[src/rtl/pwm_multi_gen.sv]
// Multi-channel PWM generator: shared prescaled period counter, double-buffered duty per channel.
// Optional center-aligned (up/down) counting is enabled by defining PWM_CENTER_ALIGN_EN.
module pwm_multi_gen #(
  parameter int CHANNELS = 4,
  parameter int WIDTH    = 8,
  parameter int PRESC_W  = 8
) (
  input  logic                                               clk,
  input  logic                                               rst,
  input  logic                                               en,
  input  logic [PRESC_W-1:0]                                 presc,
  input  logic [WIDTH-1:0]                                   period,
`ifdef PWM_CENTER_ALIGN_EN
  input  logic                                               center,
`endif
  input  logic                                               wr_valid,
  input  logic [((CHANNELS > 1) ? $clog2(CHANNELS) : 1)-1:0] wr_chan,
  input  logic [WIDTH-1:0]                                   wr_duty,
  output logic                                               wr_ready,
  output logic [CHANNELS-1:0]                                pending,
  output logic                                               period_done,
  output logic [CHANNELS-1:0]                                pwm_out
);
  localparam int CW = (CHANNELS > 1) ? $clog2(CHANNELS) : 1;

  logic [PRESC_W-1:0]             presc_cnt_q, presc_cnt_d, presc_act_q, presc_act_d;
  logic [WIDTH-1:0]               cnt_q, cnt_d, period_act_q, period_act_d;
  logic [CHANNELS-1:0][WIDTH-1:0] duty_act_q, duty_act_d, duty_stg_q, duty_stg_d;
  logic [CHANNELS-1:0]            pending_q, pending_d, pwm_q, pwm_d;
  logic                           done_q, done_d;
  logic                           tick, at_top, bnd, load, accept, chan_ok;
  logic [(1<<CW)-1:0]             pend_pad;
`ifdef PWM_CENTER_ALIGN_EN
  logic                           center_act_q, center_act_d, down_q, down_d, folding;
`endif

  if (CHANNELS == (1 << CW)) begin : g_full
    assign chan_ok = 1'b1;
  end else begin : g_part
    assign chan_ok = (int'(wr_chan) < CHANNELS);
  end

  // Pad pending to the full index range so an out-of-range channel reads a defined bit.
  always_comb begin
    pend_pad = '0;
    pend_pad[CHANNELS-1:0] = pending_q;
  end

  assign wr_ready = chan_ok & ~pend_pad[wr_chan];
  assign accept   = wr_valid & wr_ready;

  always_comb begin
    tick   = (presc_cnt_q == presc_act_q);
    at_top = (cnt_q == period_act_q);
`ifdef PWM_CENTER_ALIGN_EN
    folding = center_act_q && (period_act_q != '0);
    bnd     = tick && (folding ? (down_q && cnt_q == WIDTH'(1)) : at_top);
`else
    bnd     = tick && at_top;
`endif
    // Disabled cycles behave as a permanent boundary so staged values load at once.
    load = !en || bnd;

    presc_cnt_d  = tick ? '0 : presc_cnt_q + 1'b1;
    cnt_d        = cnt_q;
    presc_act_d  = presc_act_q;
    period_act_d = period_act_q;
    duty_act_d   = duty_act_q;
    duty_stg_d   = duty_stg_q;
    pending_d    = pending_q;
`ifdef PWM_CENTER_ALIGN_EN
    center_act_d = center_act_q;
    down_d       = down_q;
`endif

    if (tick) begin
      if (bnd) begin
        cnt_d = '0;
`ifdef PWM_CENTER_ALIGN_EN
        down_d = 1'b0;
      end else if (down_q) begin
        cnt_d = cnt_q - 1'b1;
      end else if (folding && at_top) begin
        cnt_d  = cnt_q - 1'b1;
        down_d = 1'b1;
`endif
      end else begin
        cnt_d = cnt_q + 1'b1;
      end
    end

    if (!en) begin
      presc_cnt_d = '0;
      cnt_d       = '0;
`ifdef PWM_CENTER_ALIGN_EN
      down_d      = 1'b0;
`endif
    end

    if (load) begin
      presc_act_d  = presc;
      period_act_d = period;
`ifdef PWM_CENTER_ALIGN_EN
      center_act_d = center;
`endif
    end

    // Clear before set: a write accepted on a boundary waits for the next one.
    for (int i = 0; i < CHANNELS; i++) begin
      if (load && pending_q[i]) begin
        duty_act_d[i] = duty_stg_q[i];
        pending_d[i]  = 1'b0;
      end
      if (accept && wr_chan == CW'(i)) begin
        duty_stg_d[i] = wr_duty;
        pending_d[i]  = 1'b1;
      end
      pwm_d[i] = en && (cnt_q < duty_act_q[i]);
    end

    done_d = en && bnd;
  end

  always_ff @(posedge clk) begin
    if (rst) begin
      presc_cnt_q  <= '0;
      presc_act_q  <= '0;
      cnt_q        <= '0;
      period_act_q <= '0;
      duty_act_q   <= '0;
      duty_stg_q   <= '0;
      pending_q    <= '0;
      pwm_q        <= '0;
      done_q       <= 1'b0;
`ifdef PWM_CENTER_ALIGN_EN
      center_act_q <= 1'b0;
      down_q       <= 1'b0;
`endif
    end else begin
      presc_cnt_q  <= presc_cnt_d;
      presc_act_q  <= presc_act_d;
      cnt_q        <= cnt_d;
      period_act_q <= period_act_d;
      duty_act_q   <= duty_act_d;
      duty_stg_q   <= duty_stg_d;
      pending_q    <= pending_d;
      pwm_q        <= pwm_d;
      done_q       <= done_d;
`ifdef PWM_CENTER_ALIGN_EN
      center_act_q <= center_act_d;
      down_q       <= down_d;
`endif
    end
  end

  assign pending     = pending_q;
  assign period_done = done_q;
  assign pwm_out     = pwm_q;
endmodule

[config.mk]
export PLATFORM = sky130hd
export DESIGN_NAME = pwm_multi_gen
export DESIGN_NICKNAME = d
export VERILOG_FILES = /design/src/rtl/pwm_multi_gen.sv
export SDC_FILE = /design/constraint.sdc
export NUM_CORES = 1
export LEC_CHECK = 0
export CAP_MARGIN = 20
export CELL_PAD_IN_SITES_DETAIL_PLACEMENT = 1
export CELL_PAD_IN_SITES_GLOBAL_PLACEMENT = 1
export CORE_MARGIN = 2
export CORE_UTILIZATION = 29
export CTS_CLUSTER_DIAMETER = 200
export DETAILED_ROUTE_END_ITERATION = 8
export GPL_ROUTABILITY_DRIVEN = 0
export HOLD_SLACK_MARGIN = 0.12
export PLACE_DENSITY = 0.6
export SYNTH_ARGS = -nofsm -noshare
export SYNTH_HDL_FRONTEND = slang
export SYNTH_SLANG_ARGS = --single-unit
[constraint.sdc]
create_clock -name clk -period 1.8 [get_ports clk]
set_input_delay 0.54 -clock clk [delete_from_list [all_inputs] [get_ports clk]]
set_output_delay 0.54 -clock clk [all_outputs]
set_load 0.005 [all_outputs]
## After elaboration in Yosys (flattened, before gate mapping)

Index checks and enable logic that the tools add are counted.

| cells by class | value |
|---|---|
| order comparisons | 5 |
| reductions and logical operators | 23 |
| add/subtract/negate cells | 2 |
| bitwise logic cells | 3 |
| multiplexer cells | 11 |
| equality and inequality tests | 5 |

Operator list:

| cell | number |
|---|---|
| $lt A8 B8 Y1 | 4 |
| $add A8 B1 Y8 const B | 2 |
| $eq A8 B8 Y1 | 2 |
| $logic_and A1 B1 Y1 | 14 |
| $mux W1 | 9 |
| $mux W8 | 1 |
| $reduce_bool A2 Y1 | 4 |
| $eq A2 B2 Y1 const B | 2 |
| $lt A2 B3 Y1 const B | 1 |
| $reduce_or A3 Y1 | 1 |
| $bmux W1 S2 | 1 |
| $eq A2 B1 Y1 const B | 1 |
| $logic_not A2 Y1 | 1 |
| $not A1 Y1 | 2 |
| $reduce_or A2 Y1 | 1 |
| $and A1 B1 Y1 | 1 |
| $logic_not A1 Y1 | 1 |
| $logic_or A1 B1 Y1 | 1 |

| word-level totals | value |
|---|---|
| logic and storage cells | 67 |
| output and inout bits | 10 |
| bits of input ports | 30 |
| register bits after elaboration | 105 |

## Longest topological paths before layout

| logic depth | value |
|---|---|
| word-level depth | 6 |
| gate-level depth with buffers | 7 |

## Worst setup path before layout

No wires, ideal clock.

| timing | value |
|---|---|
| kind | input -> register |
| from | in en |
| to | reg duty_act_q[25] (netlist name) |
| path slack | 0.058 ns |
| required time | 1.717 ns |
| arrival time | 1.660 ns |
| stages | 6 |
| setup time | 0.083 ns |
| cells stage by stage | clkbuf_1 nor2b_1 clkbuf_1 clkbuf_1 nand2_1 o221ai_1 |

| on the way | value |
|---|---|
| word-level cells in the longest chain between the ends | 3 |

RTL lines:

| item | RTL line | text |
|---|---|---|
| start, declared | 10 | `input logic en,` |
| $logic_not A1 Y1 | n/a |  |
| $logic_or A1 B1 Y1 | 62 | `load = !en \|\| bnd;` |
| $logic_and A1 B1 Y1 | 110 | `if (load && pending_q[i]) begin` |
| end signal, assigned | 144 | `duty_act_q <= duty_act_d;` |
| end, declared | 28 | `logic [CHANNELS-1:0][WIDTH-1:0] duty_act_q, duty_act_d, duty_stg_q, duty_stg_d;` |

Every way passes these cells.
A chain may end at the register's enable or synchronous reset.

## Final worst setup path

| timing | value |
|---|---|
| from | reg presc_cnt_q[7] |
| to | reg period_act_q[0] |

| on the way | value |
|---|---|
| word-level cells in the longest chain between the ends | 3 |

RTL lines:

| item | RTL line | text |
|---|---|---|
| start, declared | 26 | `logic [PRESC_W-1:0] presc_cnt_q, presc_cnt_d, presc_act_q, presc_act_d;` |
| start signal, assigned | 140 | `presc_cnt_q <= presc_cnt_d;` |
| $eq A8 B8 Y1 | 53 | `tick = (presc_cnt_q == presc_act_q);` |
| $logic_and A1 B1 Y1 | 59 | `bnd = tick && at_top;` |
| $logic_or A1 B1 Y1 | 62 |  |
| end signal, assigned | 143 | `period_act_q <= period_act_d;` |
| end, declared | 27 | `logic [WIDTH-1:0] cnt_q, cnt_d, period_act_q, period_act_d;` |

Every way passes these cells.

==> run_results.csv <==
group,metric,value,unit
run_status,outcome,"complete, but fails checks",
run_status,failed_checks,"negative setup slack",
clock_network,htreeDepth,3,
yosys,syn-cell-area,5310,sq um
sta,finalCriticalPeriod,1.92,ns
clock_network,hold_buffers,0,
grt,antenna_found_initial,0,
yosys,synth_seq_cells,105,
yosys,yosysSeqAreaShare,39.6,%
yosys,synth_compound_area_share,17.7,%
yosys,syn-num-nets,731,
final_layout,multiInputGateArea,3550,sq um
grt,grt.busiest_layer,"met2",
power,combPwrFrac,17.1,%
yosys,synth_area_leaders,"dfxtp_1 40%, nand2_1 9.6%, a21oi_1 7.1%",
power,p_sw,1470,uW
hold_path,hold_path_class,"reg -> reg",
yosys,synth_top_family_by_area,"simple AND/OR/NAND/NOR gates",
sta,max_freq,0.521,GHz
floorplan,num_io_pins,40,
final_layout,seqCellArea,2130,sq um
clock_network,clock_latency,0.36,ns
place,placed_area,6420,sq um
yosys,avgSynthCellArea,7.91,sq um
drt,ant_nets,0,
grt,met2_usage,33.5,%
critical_path,cp-start-kind,"flip-flop",
drt,first_iter_violations,244,
critical_path,critPathSlowestCell,"o41ai_4",
yosys,synth_cell_type_count,41,
floorplan,core_area,18000,sq um
sta,fin_crit_sh,107,%
drt,wl_per_cell,18.0,um
yosys,yosysWarnings,0,
grt,met1_usage,23.3,%
power,p_per_area,682,nW/um^2
critical_path,cp.arrival,2.15,ns
sta,rsz0062_at_grt,"true",
critical_path,crit_type,"reg -> reg",
power,p_seq_share,46.4,%
place,portBuffers,39,
power,clkPwrFrac,36.6,%
sta,skew,0.0158,ns
critical_path,critPathMaxFanout,8,
drt,viasPerCell,5.16,
final_layout,diodes,0,
grt,grt_max_degree,33,
floorplan,die_w,139,um
grt,grt_pass1_wl,29400,um
final_layout,fillers,2085,
sta,worst_slack,-0.121,ns
grt,grt.met3_usage,3.20,%
yosys,yosysTopAreaCellShare,39.6,%
yosys,synth_ff_type,"dfxtp_1",
clock_network,cts_tree,"yes",
run,cap_violations,0,
floorplan,initial_core_util,29.5,%
clock_network,numCtsBuffers,9,
floorplan,die_area,19400,sq um
clock_network,clk_pin_slew_worst_paths,0.08,ns
critical_path,cp.required,2.03,ns
drt,drc_errors,0,
yosys,synth-adder-area-share,7.08,%
critical_path,critPathMostFrequentCell,"buf_4",
yosys,synth_xor_area_share,3.63,%
grt,grt_pass1_vias,5708,
grt,grt_remaining_overflow,0,
clock_network,clockBufferDepth,2,
place,dp_hpwl,12300,um
yosys,synth_cells,671,
yosys,synth_top_area_cell,"dfxtp_1",
final_layout,nets,839,
yosys,synthArstFlopShare,0,%
critical_path,crit_chain,"xnor2_2 -> nand4_1 -> buf_4 -> o41ai_4 -> buf_4 -> buf_8 -> mux2i_1 -> nor2_1",
floorplan,die_h,139,um
final_layout,area_growth,46.3,%
grt,grt_use_total,18.8,%
drt,firstDrtPassIters,4,
final_layout,fin_area,7760,sq um
power,p_leak,0.00274,uW
sta,report.final.slew_viol_count,0,
clock_network,cts_root_buf,"clkbuf_16",
critical_path,slowest_delay,0.35,ns
clock_network,cts.sinks,105,
final_layout,drive_above_1_share,30.0,%
critical_path,crit_path_end_kind,"flip-flop",
sta,hold_viol,0,
sta,tightest_slew,0.376,ns
sta,setup_viol,49,
sta,whs,0.494,ns
drt,vias,5228,
floorplan,std_cell_rows,49,
yosys,synth-simple-area-share,22.8,%
drt,finalWirelength,18300,um
yosys,synth_mux_area_share,3.63,%
yosys,synth-edff-count,0,
sta,slew_headroom,74.9,%
power,switching_share,27.7,%
power,ir_drop,494,uV
power,p_int,3830,uW
timing repair:
action / 4_1_cts / 5_1_grt
gates resized for setup: 113 / 60
setup buffers: 19 / 4
setup endpoints to repair: 73 / 71
cloned: 5 / 2
pin swaps: 33 / 22
cells in the mapped netlist, types with 17 or more instances:
cell / number
a21oi_1: 75
o221ai_1: 33
inv_1: 31
nor2_1: 62
mux2i_1: 17
xnor2_1: 17
nand3_1: 43
clkbuf_1: 30
ha_1: 30
nand2_1: 136
dfxtp_1: 105
layout by cell type (no fill, tap or decap), types with 5 or more instances in the layout:
cell type / Yosys / layout
nand2_1: 136 / 134
dfxtp_1: 105 / 81
a21oi_1: 75 / 72
buf_4: 7 / 66
nor2_1: 62 / 61
o221ai_2: 0 / 31
clkdlybuf4s50_1: 0 / 31
inv_1: 31 / 30
ha_1: 30 / 29
dfxtp_2: 0 / 24
mux2i_1: 17 / 17
nand3_4: 0 / 16
nand3_2: 0 / 15
buf_6: 0 / 13
nand3_1: 43 / 12
clkbuf_16: 0 / 11
xnor2_2: 0 / 10
a21o_1: 8 / 8
xnor2_1: 17 / 7
buf_12: 0 / 7
nand2b_1: 6 / 6
nand4_1: 5 / 5
a211oi_2: 1 / 5
o21a_1: 5 / 5
xor2_1: 5 / 5
buf_16: 0 / 5
dlygate4sd2_1: 0 / 5
cell families after synthesis:
logic type / after synthesis
mux: 18
xor+xnor: 22
buf+inv: 71
compound gates: 146
flops: 105
fa+ha+maj: 30
simple gates: 279
power by group through the flow:
stage               clock network [uW]  registers, uW  logic, uW
global placement                     0           2490        654
global route                      2090           2460        970
detailed placement                   0           2490        675
CTS                               1990           2450        840
finish                            1940           2460        905
floorplan                            0           2480        326
worst max-delay path, delay by kind of cell, from the launching register on:
kind / cells / cell delay (ns)
DFF: 1 / 0.34
AOI/OAI and AO/OA: 1 / 0.35
buffers and inverters: 3 / 0.52
and+or+nand+nor: 2 / 0.23
muxes: 1 / 0.21
xor gates and xnor gates: 1 / 0.16
final timing paths:
path	endpoint	startpoint	slack [ns]	cells after the start
max	period_act_q[0]	presc_cnt_q[7]	-0.12	8
min	duty_stg_q[0]	duty_stg_q[0]	0.49	2
max reg2reg	period_act_q[0]	presc_cnt_q[7]	-0.12	8
min reg2reg	duty_stg_q[0]	duty_stg_q[0]	0.49	2
registers in the layout, summed over array words and instances (netlist names):
| register | cells |
|---|---|
| cnt_q | 8 |
| duty_act_q | 32 |
| duty_stg_q | 32 |
| pending | 4 |
| period_act_q | 8 |
| period_done | 1 |
| presc_act_q | 8 |
| presc_cnt_q | 8 |
| pwm_out | 4 |
layer usage:
metal  wire, um  part of all wire [%]  up-vias
met1       8290                    45     2590
met4        226                   1.2        0
met3        453                   2.5       17
met2       9290                    51       79
met5          0                     0        -
li1           -                     -     2542
area by class of cell:
class	count	share of cell area, %
Multi-Input combinational cell	495	45.7
Sequential cell	105	27.5
Timing Repair Buffer	135	17.8
Tap cell	229	3.69
Clock buffer	10	3.08
Inverter	33	1.60
Clock inverter	6	0.613
through the flow:
stage          std cells  utilization [%]  setup slack [ns]  setup TNS (ns)  total power [uW]
2_1_floorplan        671                -            0.0576               0              2800
3_3_place_gp         970             35.7            -0.851          -20.26              3140
3_5_place_dp         970             35.7            -0.831          -21.32              3170
4_1_cts             1007             41.1            -0.112           -4.29              5280
5_1_grt             1013             43.2            -0.252          -10.10              5530
6_report            1013             43.2            -0.121           -3.89              5300
Power figures use the tool's default switching activity.
